$ cat config.mk
export PLATFORM = sky130hd
export DESIGN_NAME = logic_sweep_ctrl
export DESIGN_NICKNAME = d
export VERILOG_FILES = /design/src/rtl/logic_sweep_pkg.sv /design/src/rtl/sweep_hold_timer.sv /design/src/rtl/logic_sweep_ctrl.sv
export SDC_FILE = /design/constraint.sdc
export NUM_CORES = 1
export LEC_CHECK = 0
export BUFFER_PORTS_ARGS = -buffer_cell sky130_fd_sc_hd__clkbuf_2
export CORE_MARGIN = 2
export CORE_UTILIZATION = 51
export DETAILED_ROUTE_END_ITERATION = 8
export HOLD_SLACK_MARGIN = 0.08
export MAX_ROUTING_LAYER = met4
export PLACE_DENSITY_LB_ADDON = 0.05
export SYNTH_ARGS = -nofsm -noshare
export SYNTH_HDL_FRONTEND = slang
export SYNTH_SLANG_ARGS = --single-unit
$ cat constraint.sdc
create_clock -name clk -period 2.5 [get_ports clk]
set_clock_uncertainty 0.15 [all_clocks]
set_input_delay 0.5 -clock clk [delete_from_list [all_inputs] [get_ports clk]]
set_output_delay 0.5 -clock clk [all_outputs]
set_load 0.005 [all_outputs]
$ cat src/rtl/logic_sweep_pkg.sv
// Shared constants for the two-input logic cell sweep controller.
// State encoding, step count and truth-table width.
package logic_sweep_pkg;

  localparam int NUM_STEPS = 4;
  localparam int TBL_W     = 4;

  localparam logic [1:0] LAST_STEP = 2'(NUM_STEPS - 1);

  typedef enum logic [1:0] {
    IDLE  = 2'd0,
    DRIVE = 2'd1,
    DONE  = 2'd2
  } state_t;

endpackage

$ cat src/rtl/sweep_hold_timer.sv
// Hold timer: up-counter flagging the last cycle of each input hold.
// Wraps to zero on its own so consecutive steps need no reload.
module sweep_hold_timer #(
  parameter int CNT_W       = 16,
  parameter int HOLD_CYCLES = 100
) (
  input  logic clk,
  input  logic rst,
  input  logic clear,
  input  logic en,
  output logic last
);

  localparam logic [CNT_W-1:0] LAST_VAL = CNT_W'(HOLD_CYCLES - 1);

  logic [CNT_W-1:0] cnt;

  assign last = (cnt == LAST_VAL);

  always_ff @(posedge clk) begin
    if (rst) begin
      cnt <= '0;
    end else if (clear) begin
      cnt <= '0;
    end else if (en) begin
      cnt <= last ? '0 : cnt + CNT_W'(1);
    end
  end

endmodule

$ cat src/rtl/logic_sweep_ctrl.sv
// Sweeps all four input combinations of a two-input logic cell, records
// its output per combination and compares the result against an expected table.
//
// state | meaning
// IDLE  | waiting for start, cell inputs parked at 00
// DRIVE | holding combination `step` on in1/in2, sampling out1 at end of hold
// DONE  | results final, done pulsed on entry, waits for next start
module logic_sweep_ctrl
  import logic_sweep_pkg::*;
#(
  parameter int HOLD_CYCLES = 100,
  parameter int CNT_W       = 16
) (
  input  logic             clk,
  input  logic             rst,
  input  logic             start,
  input  logic             abort,
  input  logic [TBL_W-1:0] expected,
  output logic             in1,
  output logic             in2,
  input  logic             out1,
  output logic             busy,
  output logic             done,
  output logic             pass,
  output logic [TBL_W-1:0] meas_table,
  output logic [TBL_W-1:0] fail_mask
);

  state_t           state;
  logic [1:0]       step;
  logic [1:0]       step_nxt;
  logic [TBL_W-1:0] exp_q;
  logic             start_ok;
  logic             timer_en;
  logic             hold_last;

  // start is only honoured outside DRIVE; abort freezes the timer so it never samples.
  assign start_ok = start && (state != DRIVE);
  assign timer_en = (state == DRIVE) && !abort;
  assign step_nxt = step + 2'd1;

  sweep_hold_timer #(
    .CNT_W       (CNT_W),
    .HOLD_CYCLES (HOLD_CYCLES)
  ) u_timer (
    .clk   (clk),
    .rst   (rst),
    .clear (start_ok),
    .en    (timer_en),
    .last  (hold_last)
  );

  always_ff @(posedge clk) begin
    if (rst) begin
      state      <= IDLE;
      step       <= '0;
      in1        <= 1'b0;
      in2        <= 1'b0;
      busy       <= 1'b0;
      done       <= 1'b0;
      meas_table <= '0;
      exp_q      <= '0;
    end else begin
      done <= 1'b0;
      case (state)
        IDLE, DONE: begin
          if (start) begin
            state      <= DRIVE;
            step       <= '0;
            exp_q      <= expected;
            meas_table <= '0;
            in1        <= 1'b0;
            in2        <= 1'b0;
            busy       <= 1'b1;
          end
        end
        DRIVE: begin
          if (abort) begin
            state <= IDLE;
            in1   <= 1'b0;
            in2   <= 1'b0;
            busy  <= 1'b0;
          end else if (hold_last) begin
            meas_table[step] <= out1;
            if (step == LAST_STEP) begin
              state <= DONE;
              done  <= 1'b1;
              busy  <= 1'b0;
              in1   <= 1'b0;
              in2   <= 1'b0;
            end else begin
              step <= step_nxt;
              in1  <= step_nxt[0];
              in2  <= step_nxt[1];
            end
          end
        end
        default: begin
          state <= IDLE;
          in1   <= 1'b0;
          in2   <= 1'b0;
          busy  <= 1'b0;
        end
      endcase
    end
  end

  assign fail_mask = meas_table ^ exp_q;
  assign pass      = (state == DONE) && (fail_mask == '0);

endmodule

==> flow_summary.yaml <==
critical_path:
  critPathArrivalTime_ns: 2.37
  worstPathRequired_ns: 2.62
  path_class: "flop to flop"
  r2r_setup_slack_ns: 0.26
  critPathMaxFanout: 9
  crit_chain: "ha_1, nor4b_1, nand4_1, nor4b_2, a32o_1"
  slowest_stage: "nor4b_2"
  critical_path_buf_inv_count: 0
  start_kind: "flop"
  slowest_delay_ns: 0.52
  regToRegStartpoint: "u_timer.cnt[0]"
  worst_setup_path_end_kind: "flop"
  cp_top_family: "simple AND/OR/NAND/NOR gates"
  r2r_end: "meas_table[0]"
  reg2regPathDepth: 5
clocking:
  clk_pin_slew_ns: 0.09
  post_cts_buffers: 0
  tritoncts: "yes"
  cts-root-buf: "clkbuf_4"
  htreeDepth: 2
  cts_inserted_buffers: 5
  cts_sinks: 32
  clock_path_buffers: 2
  clock_latency_ns: 0.34
  hold_buffers: 0
  ctsResizeCount: 0
global_routing:
  grt_antenna_before_repair: 0
  gr-total-overflow: 0
  grt_pass1_wl_um: 5816
  grt_max_degree: 16
  grtUsageTotal_pct: 22.98
  grt_pass1_vias: 1285
drt:
  wire_per_inst_um: 13.64
  drtIter0Drc: 89
  post-route-drc-count: 0
  ant_nets: 0
  via_per_inst: 5.881
  first_pass_iters: 4
  vias: 1382
  wl_um: 3205
placed_design:
  dp_slack_ns: 0.2888
  dp_hpwl_um: 2356
  gp_congestion: 0.8639
  io_buffer_count: 21
outcome:
  outcome: "complete, no violations"
sta:
  setup_ws_ns: 0.2562
  setup_viol: 0
  finalSetupTns_ns: 0
  finalMaxSlewViolations: 0
  layout_min_cycle_time_ns: 2.244
  hold_viol: 0
  whs_ns: 0.2371
  worst_pin_slew_ns: 0.6879
  rsz0062_at_grt: "false"
  fin_crit_sh_pct: 89.75
  fmax_mhz: 445.7
  relSlewSlack_pct: 53.51
worst_hold_path:
  worstHoldStart: "expected[2]"
  whs_path_depth: 3
  hold-path-endpoint: "exp_q[2]"
  hp-class: "input pin to flop"
logic_synthesis:
  synthCells: 179
  synth_cell_types: 38
  ys_seq_area_share_pct: 41.32
  ys_warn_count: 0
  syn-num-nets: 193
  ys_ff_latch: 32
  syn_area_um2: 1550
  avgSynthCellArea_um2: 8.661
  synth_edf_count: 0
  synth_flop_cell: "dfxtp_1"
  async_flop_share_pct: 0
die:
  initial_core_util_pct: 52.06
  die_area_um2: 3497
  num_io_pins: 22
  core_area_um2: 2978
  die_y_um: 59.14
  dieWidth_um: 59.14
  rows: 20
layout:
  syn2layout_area_growth_pct: 11.86
  antennaDiodeCount: 0
  nets: 218
  fin_util_pct: 58.24
  layout-drive-gt1-share_pct: 16.83
pwr:
  peakVddDrop_mv: 0.3060
  p_per_area_nw_per_um2: 481.2
  cellLeakagePower_nw: 0.6392
  p_total_uw: 834.5
job:
  max_cap_viol_count: 0
## flip-flops by register name, summed over array words and instances, names as in the netlist
register     flops
meas_table       4
in1              1
u_timer.cnt     16
step             2
state            2
in2              1
busy             1
done             1
exp_q            4
## placed cells by master (no fill, tap or decap), drive strengths merged, types with 5 or more instances in the layout
cell | synthesis | routed
nor4 | 6 | 6
nor2 | 20 | 20
nand2 | 20 | 20
clkbuf | 5 | 26
xnor2 | 9 | 9
ha | 5 | 5
a21oi | 9 | 9
xor2 | 9 | 9
dfxtp | 32 | 32
nand3 | 8 | 8
nand4 | 12 | 12
## how the worst max path moves through the flow
stage                               from  slack [ns]  depth (start not counted)              to
after detailed placement  u_timer.cnt[0]        0.29                          5   meas_table[2]
after CTS                 u_timer.cnt[0]        0.26                          5   meas_table[2]
after floorplan           u_timer.cnt[0]        0.43                          7  u_timer.cnt[0]
after global routing      u_timer.cnt[0]        0.07                          5   meas_table[3]
final                     u_timer.cnt[0]        0.26                          5   meas_table[0]
after global placement    u_timer.cnt[0]        0.43                          5   meas_table[0]
## worst reg2reg max path, stage by stage (launching register included)
cell     delay [ns]
dfxtp_1        0.42
ha_1           0.20
nor4b_1        0.31
nand4_1        0.41
nor4b_2        0.52
a32o_1         0.18
## final cells by class
cell class	instances	area, µm²
well taps	33	41.29
multi-input cells	136	864.6
clock buffers	5	37.54
repair buffers	25	135.1
fillers	277	1244
inverters	4	15.01
flip-flops and latches	32	640.6
## per-layer routing
layer	vias to the layer above	GRT usage (%)	share of wire [%]
li1	693	-	-
met1	651	26.77	44
met3	7	9.170	4.2
met5	-	-	0
met2	31	36.03	50
met4	0	7.792	1.6
## synth_stat cells, types with 2 or more instances
master	instances	area, µm²
nor2_1	20	75.07
inv_1	4	15.01
buf_2	2	10.01
o2bb2ai_1	2	17.52
nor4bb_1	2	20.02
dfxtp_1	32	640.6
nand3_1	8	40.04
ha_1	5	62.56
a31oi_1	2	12.51
nand4_1	12	75.07
and3_1	4	25.02
and4_1	2	17.52
clkbuf_1	4	15.01
o21ai_0	3	15.01
xor2_1	9	78.83
nor3_1	4	20.02
o311ai_0	2	17.52
nand2_1	20	75.07
nor4_1	6	37.54
xnor2_1	9	78.83
a21oi_1	9	45.04
a32o_1	2	20.02
## power by group
group	total (mW)	switching [mW]	internal, mW
Combinational	0.0598	0.0355	0.0244
Sequential	0.522	0.00614	0.516
Clock	0.252	0.159	0.0937
Total	0.835	0.200	0.634
## metrics by stage
stage          cell area (µm²)  instances
2_1_floorplan             1550        179
3_3_place_gp              1697        230
3_5_place_dp              1697        230
4_1_cts                   1734        235
5_1_grt                   1734        235
6_report                  1734        235
## logic make-up (layout without fill, tap and decap cells)
group	count (synthesis)	count (layout)	synth area share, %
AOI/OAI and AO/OA	23	23	9.766
xor gates and xnor gates	18	18	10.17
adders and majority gates	5	5	4.036
buffers and inverters	11	34	2.905
DFF	32	32	41.32
and+or+nand+nor	90	90	31.80
Power figures use the tool's default switching activity.
